$ cat src/rtl/vga_pixel_fetch.sv
// -----------------------------------------------------------------------------
// vga_pixel_fetch
//   Turns a one-cycle fetch request from the VGA write stage into a single word
//   read from the displayed frame buffer. The word comes back on vga_pixel with
//   a one-cycle done_vga pulse. Two frame buffers are supported. A display
//   swap is requested with frame_flag. The swap takes effect on the first
//   accepted request for pixel (0,0), so a frame is never displayed half from
//   each buffer.
//
//   Parameters
//     BASE0, BASE1  word addresses of frame buffers 0 and 1
//     LINE_WORDS    36-bit words per display line (two 18-bit pixels per word)
//
//   Ports
//     clock            system clock, rising edge
//     reset_b          asynchronous active-low reset
//     frame_flag       pulse: request a display-buffer swap
//     vga_flag         pulse: fetch request for (clocked_hcount, clocked_vcount)
//     clocked_hcount   pixel column of the request
//     clocked_vcount   line number of the request
//     mem_req          read request to the memory arbiter
//     mem_addr         word address, valid while mem_req=1
//     mem_ack          arbiter accepted the request this cycle
//     mem_rdata        read data word
//     mem_rvalid       mem_rdata valid this cycle
//     vga_pixel        returned word, [35:18] odd pixel, [17:0] even pixel
//     done_vga         pulse: vga_pixel updated this cycle
//     miss_count       saturating count of requests dropped while busy
//     disp_buf         buffer currently displayed (0=BASE0, 1=BASE1)
//
//   Build option
//     VGA_FETCH_BLANK_EN  when defined, requests outside the 640x480 visible
//                         area are not fetched. They return a zero word one
//                         cycle later.
//
//   Latency, counted inclusively from the vga_flag cycle to the done_vga
//   cycle, is 3 cycles plus any ack wait plus any read latency.
// -----------------------------------------------------------------------------
`default_nettype none

module vga_pixel_fetch #(
  parameter logic [18:0] BASE0      = 19'h00000,
  parameter logic [18:0] BASE1      = 19'h40000,
  parameter int unsigned LINE_WORDS = 320
) (
  input  logic        clock,
  input  logic        reset_b,
  input  logic        frame_flag,
  input  logic        vga_flag,
  input  logic [9:0]  clocked_hcount,
  input  logic [9:0]  clocked_vcount,
  output logic        mem_req,
  output logic [18:0] mem_addr,
  input  logic        mem_ack,
  input  logic [35:0] mem_rdata,
  input  logic        mem_rvalid,
  output logic [35:0] vga_pixel,
  output logic        done_vga,
  output logic [7:0]  miss_count,
  output logic        disp_buf
);

  localparam logic [1:0] S_IDLE = 2'd0;
  localparam logic [1:0] S_REQ  = 2'd1;
  localparam logic [1:0] S_WAIT = 2'd2;

  logic [1:0]  state_q,     state_d;
  logic        mem_req_q,   mem_req_d;
  logic [18:0] mem_addr_q,  mem_addr_d;
  logic [35:0] vga_pixel_q, vga_pixel_d;
  logic        done_q,      done_d;
  logic [7:0]  miss_q,      miss_d;
  logic        disp_buf_q,  disp_buf_d;
  logic        swap_pend_q, swap_pend_d;
  logic        blank_s;
  logic        unused_s;

  // Two pixels share a word, so the pixel-select bit of hcount is not used.
  assign unused_s = clocked_hcount[0];

  // Word address of the pixel pair. The 320-word line uses shifts only.
  function automatic logic [18:0] fetch_addr(input logic       sel,
                                             input logic [9:0] h,
                                             input logic [9:0] v);
    logic [18:0] v_ext;
    logic [18:0] line_off;
    v_ext = {9'd0, v};
    if (LINE_WORDS == 32'd320) begin
      line_off = (v_ext << 8) + (v_ext << 6);
    end else begin
      line_off = v_ext * 19'(LINE_WORDS);
    end
    fetch_addr = (sel ? BASE1 : BASE0) + line_off + {10'd0, h[9:1]};
  endfunction

`ifdef VGA_FETCH_BLANK_EN
  // Coordinates outside the visible area are answered without a memory read.
  assign blank_s = (clocked_hcount >= 10'd640) || (clocked_vcount >= 10'd480);
`else
  assign blank_s = 1'b0;
`endif

  // Next-state logic for the fetch FSM, swap control and miss counter.
  always_comb begin
    state_d     = state_q;
    mem_req_d   = mem_req_q;
    mem_addr_d  = mem_addr_q;
    vga_pixel_d = vga_pixel_q;
    done_d      = 1'b0;
    miss_d      = miss_q;
    disp_buf_d  = disp_buf_q;
    swap_pend_d = swap_pend_q | frame_flag;

    // A request that arrives while a fetch is in flight is dropped and counted.
    if (vga_flag && (state_q != S_IDLE)) begin
      if (miss_q != 8'hFF) begin
        miss_d = miss_q + 8'd1;
      end else begin
        miss_d = miss_q;
      end
    end else begin
      miss_d = miss_q;
    end

    case (state_q)
      S_IDLE: begin
        if (vga_flag) begin
          if (blank_s) begin
            vga_pixel_d = 36'd0;
            done_d      = 1'b1;
          end else begin
            // The swap lands on the first pixel of a frame. That request
            // already reads from the new buffer.
            if (swap_pend_q && (clocked_hcount == 10'd0) && (clocked_vcount == 10'd0)) begin
              disp_buf_d  = ~disp_buf_q;
              swap_pend_d = 1'b0;
            end else begin
              disp_buf_d  = disp_buf_q;
            end
            mem_addr_d = fetch_addr(disp_buf_d, clocked_hcount, clocked_vcount);
            mem_req_d  = 1'b1;
            state_d    = S_REQ;
          end
        end else begin
          state_d = S_IDLE;
        end
      end
      S_REQ: begin
        if (mem_ack) begin
          mem_req_d = 1'b0;
          // Zero-latency arbiters return data with the ack itself.
          if (mem_rvalid) begin
            vga_pixel_d = mem_rdata;
            done_d      = 1'b1;
            state_d     = S_IDLE;
          end else begin
            state_d     = S_WAIT;
          end
        end else begin
          state_d = S_REQ;
        end
      end
      S_WAIT: begin
        if (mem_rvalid) begin
          vga_pixel_d = mem_rdata;
          done_d      = 1'b1;
          state_d     = S_IDLE;
        end else begin
          state_d = S_WAIT;
        end
      end
      default: begin
        state_d   = S_IDLE;
        mem_req_d = 1'b0;
      end
    endcase
  end

  // State and output registers.
  always_ff @(posedge clock or negedge reset_b) begin
    if (!reset_b) begin
      state_q     <= S_IDLE;
      mem_req_q   <= 1'b0;
      mem_addr_q  <= 19'd0;
      vga_pixel_q <= 36'd0;
      done_q      <= 1'b0;
      miss_q      <= 8'd0;
      disp_buf_q  <= 1'b0;
      swap_pend_q <= 1'b0;
    end else begin
      state_q     <= state_d;
      mem_req_q   <= mem_req_d;
      mem_addr_q  <= mem_addr_d;
      vga_pixel_q <= vga_pixel_d;
      done_q      <= done_d;
      miss_q      <= miss_d;
      disp_buf_q  <= disp_buf_d;
      swap_pend_q <= swap_pend_d;
    end
  end

  assign mem_req    = mem_req_q;
  assign mem_addr   = mem_addr_q;
  assign vga_pixel  = vga_pixel_q;
  assign done_vga   = done_q;
  assign miss_count = miss_q;
  assign disp_buf   = disp_buf_q;

endmodule

`default_nettype wire

$ cat config.mk
export PLATFORM = sky130hd
export DESIGN_NAME = vga_pixel_fetch
export DESIGN_NICKNAME = d
export VERILOG_FILES = /design/src/rtl/vga_pixel_fetch.sv
export SDC_FILE = /design/constraint.sdc
export NUM_CORES = 1
export LEC_CHECK = 0
export CORE_AREA = 2 2 94 96
export DETAILED_ROUTE_END_ITERATION = 10
export DIE_AREA = 0 0 96 98
export PLACE_DENSITY = 0.71
export REMOVE_ABC_BUFFERS = 1
export SLEW_MARGIN = 20
export SYNTH_ARGS = -nofsm -noshare
export SYNTH_HDL_FRONTEND = slang
export SYNTH_SLANG_ARGS = --single-unit
$ cat constraint.sdc
create_clock -name clock -period 4.43 [get_ports clock]
set_input_delay 0.6645 -clock clock [delete_from_list [all_inputs] [get_ports clock]]
set_output_delay 0.6645 -clock clock [all_outputs]
set_load 0.01 [all_outputs]
Word level (Yosys, flattened, before mapping)
Cells that the tools add are included.
- add/subtract/negate cells: 4
- eq/ne operators: 5
- multiplexer cells: 22
- bitwise gates (word level): 3
- reduce and logical (&&, ||, !) cells: 12
- operators by type and width (operator ; count):
    two-way mux 36 bit ; 2
    one-hot mux 36 bit (2 select lines) ; 1
    two-way mux 19 bit ; 3
    zero test 10 bit ; 2
    adder 18 x 16 -> 19 bit ; 1
    adder 19 bit ; 1
    adder 19 x 9 -> 19 bit ; 1
    two-way mux 1 bit ; 11
    adder 8 x 1 -> 8 bit (second input constant) ; 1
    != test 8 bit (second input constant) ; 1
    one-hot mux 2 bit (3 select lines) ; 1
    AND reduction 2 bit ; 3
    two-way mux 2 bit ; 2
    != test 2 bit (second input constant) ; 2
    nonzero test 2 bit ; 2
    logical AND 1 bit ; 3
    one-hot mux 1 bit (3 select lines) ; 1
    AND reduction 3 bit ; 1
    equality test 2 x 1 -> 1 bit (second input constant) ; 1
    equality test 2 bit (second input constant) ; 1
    zero test 2 bit ; 1
    NOT 1 bit ; 2
    one-hot mux 1 bit (2 select lines) ; 1
    bitwise OR 1 bit ; 1
- register bits: 69
- input bits: 62
- output and inout port bits: 66
- word-level logic and storage cells: 54

Depth between registers and ports, before layout
- word-level depth: 9
- gate-level depth with buffers: 10
- mapped depth without buffers: 10

Worst setup path after synthesis
OpenSTA, ideal clock, no wires.
- path kind: input to register
- start point: in clocked_vcount[0]
- end point: reg mem_addr_q[18], in the netlist mem_addr[18]
- library setup time: 0.126 ns
- arrival: 3.058 ns
- setup slack: 1.246 ns
- cell stages on the path: 8
- path through: ha_1 > fa_1 > a21o_1 > a221oi_2 > xor2_2 > or4_4 > o311a_1 > a221o_1
- longest elaborated chain between the ends: 8
- RTL lines (item ; RTL line ; source):
    from (decl) ; 51 ; input logic [9:0] clocked_vcount,
    branches (longest 6 deep; another with adder 18 x 16 -> 19 bit) ; -- ;
    adder 19 bit (*) ; 93 ; fetch_addr = (sel ? BASE1 : BASE0) + line_off + {10'd0, h[9:1]};
    adder 19 x 9 -> 19 bit (*) ; 93 ;
    to (signal assigned) ; 193 ; mem_addr_q <= mem_addr_d;
    to (decl) ; 69 ; logic [18:0] mem_addr_q, mem_addr_d;
Mark *: on every way between the ends. The select of a mux whose other input is x is not followed.
A chain may end at the register's enable or synchronous reset.

Worst setup path after layout
Ends and elaborated chain as after synthesis.

==> metrics <==
Final min period around 3500 ps; initial DRC count 95; area grow syn2layout 47.35%; status complete, no violations; pwr/cell area 599.4 mW/mm^2; top cell type's share of synthesized area 0.5038; most frequent cells in the layout clkdlybuf4s50_1 (126), dfrtp_1 (69), mux2_1 (44); max-capacitance violation count 0; Resize count post-CTS 0; Largest delay share family, worst path compound AO/OA/AOI/OAI gates; antenna violations before repair 0; CP Max Fanout 4; vias in the first global route 2565; Critical Path, Cell by Cell clkdlybuf4s50_1 > ha_1 > fa_1 > a21o_1 > a221oi_2 > xor2_2 > or4_4 > o311a_1 > a221o_1; Yosys cell types 45; WL per Instance between 15 and 20 um; max-slew violation count 0; GR Overflow Total 0; Peak VDD IR 0.2068 mV; Post-CTS Setup Bufs 0; first-pass GRT wire length ~12000 um; Setup WS post-layout a little over 900 ps; CP required ~4600 ps; dpl cells 511; Critical Path AT 3720 ps; Net count, final between 400 and 500; Clock Sink Count 69; # H-tree levels 3; IO Pins 128; Worst Max-Slew Pin Slew around 990 ps; Via density approximately 5; First-pass DRT Iterations 6; commonest non-fill, non-tap cell in the layout clkdlybuf4s50_1; Final Non-Filler Cells ~530; total power draw approximately 3.0 mW; ratio of cells with drive above 1 in the final layout 0.07160; Syn Std Cell Area 0.003427 mm^2; Reg clk slew, reported paths about 80 ps; pin count of the biggest net entering global routing 37; WHS 404.9 ps; Initial Utilization 0.4048; Worst path max stage delay ~530 ps; routed vias 2626; Setup Skew roughly 12 ps; RSZ-0062 raised after global routing no; synth top area cells dfrtp_1 (50%), mux2_1 (14%), ha_1 (5.8%); Crit. End Element flip-flop; Fillers approximately 750; Synth Instances around 280; final wirelength about 8100 um; Routed Antenna Nets 0; die height 98 um; leakage dissipation around 2.1 nW; Crit path buffers/inverters 1; Rows 34; pre-CTS setup slack between 500 and 600 ps; drc violations 0; Area after DPL 0.004816 mm^2; endpoints failing setup 0; Hold WC Path Type input port to async pin; global-route usage over all layers 0.1719; Final Core Density 0.5965; routability cong. approximately 0.8; Design Area, Final 0.005050 mm^2; I/O Buffers about 130; Die Area about 0.0094 mm^2; Seq cells post-synth between 60 and 70; critical path class input port to flip-flop; Fmax ~280 MHz; die width approximately 96 um; Clk Latency, worst-skew pair around 330 ps; final period utilization 0.7942; Synth area leader dfrtp_1; Setup Total Neg Slack 0 ps; Seq/Total Area, Yosys 0.5038; final hold vios 0; CTS buffer count 9; total core area 0.008466 mm^2; CTS Buffer Depth 2; CTS Root Cell clkbuf_8; Crit-path slowest cell or4_4; max_slew headroom 0.3374; HPWL Detailed 6415 um; CP Launch Type input port; post-synthesis area per instance ~12 um^2; CTS tree yes; Inserted Diodes 0; CTS Hold Bufs 0; Yosys warnings 0
[where the power goes]
part,switching [mW],total (mW),leakage (nW),internal (mW)
clock,0.235,0.584,0.120,0.349
combinational,0.576,1.36,1.20,0.786
sequential,0.160,1.08,0.831,0.921
[path summary, 6_finish.rpt]
kind,start,to,slack (ps),cells after the start
min in group clock,vga_pixel[32],vga_pixel[32],480,1
hold / removal,reset_b,miss_count[6],400,1
setup reg to reg,state_q[1],vga_pixel[25],2290,5
setup / recovery,clocked_vcount[0],mem_addr[18],910,9
hold reg to reg,vga_pixel[32],vga_pixel[32],480,1
max in group asynchronous,reset_b,mem_addr[18],3090,2
[worst register-to-register path, cell delays in order, from the launching register on]
cell and delay (ps):
dfrtp_1 380, inv_1 70, ha_1 190, nor2b_1 190, nor2_4 760, mux2_1 420
[final cells by class]
| class | count | area (um^2) | share of cell area |
|---|---|---|---|
| clock inverter | 5 | 82.58 | 0.01635 |
| inverter | 9 | 33.78 | 0.006690 |
| multi-input combinational | 196 | 1639 | 0.3246 |
| clock buffer | 11 | 151.4 | 0.02998 |
| timing repair buffer | 129 | 1281 | 0.2537 |
| tap | 108 | 135.1 | 0.02676 |
| sequential | 69 | 1727 | 0.3419 |
[cell families after synthesis]
| group | synth area share |
|---|---|
| XOR/XNOR | 0.06828 |
| flip-flops | 0.5038 |
| AO/OA/AOI/OAI | 0.07740 |
| AND/OR/NAND/NOR | 0.1092 |
| buffers and inverters | 0.02008 |
| multiplexers | 0.1512 |
| adder cells (fa/ha/maj) | 0.07010 |
[cell usage after synthesis (all sizes together)]
cell type	number
a21boi	1
a21o	5
a21oi	11
a221o	1
a221oi	1
a311oi	1
a31oi	1
and2	1
and2b	1
and3	1
buf	2
clkbuf	6
dfrtp	69
fa	2
ha	16
inv	9
mux2	44
mux2i	1
nand2	21
nand2b	1
nand3	3
nand3b	2
nand4	6
nand4b	1
nor2	17
nor2b	2
nor3	6
nor3b	1
nor4	3
nor4b	3
o21ai	12
o22ai	1
o311a	1
o311ai	2
or4	2
xnor2	10
xor2	15
[per-layer routing]
| metal | GRT usage | routed length (um) | up-vias | share of wire |
|---|---|---|---|---|
| met4 | 0.05934 | 75 | 0 | 0.0093 |
| met2 | 0.2821 | 3860 | 104 | 0.48 |
| met3 | 0.04552 | 724 | 5 | 0.090 |
| met5 | 0 | 0 | - | 0 |
| met1 | 0.2175 | 3408 | 1250 | 0.42 |
| li1 | - | - | 1267 | - |
[flip-flops by register name, summed over array words and instances (netlist names)]
register and flops:
swap_pend_q 1, miss_count 8, mem_req 1, done_vga 1, vga_pixel 36, disp_buf 1
state_q 2, mem_addr 19
(Power assumes the default switching activity.)
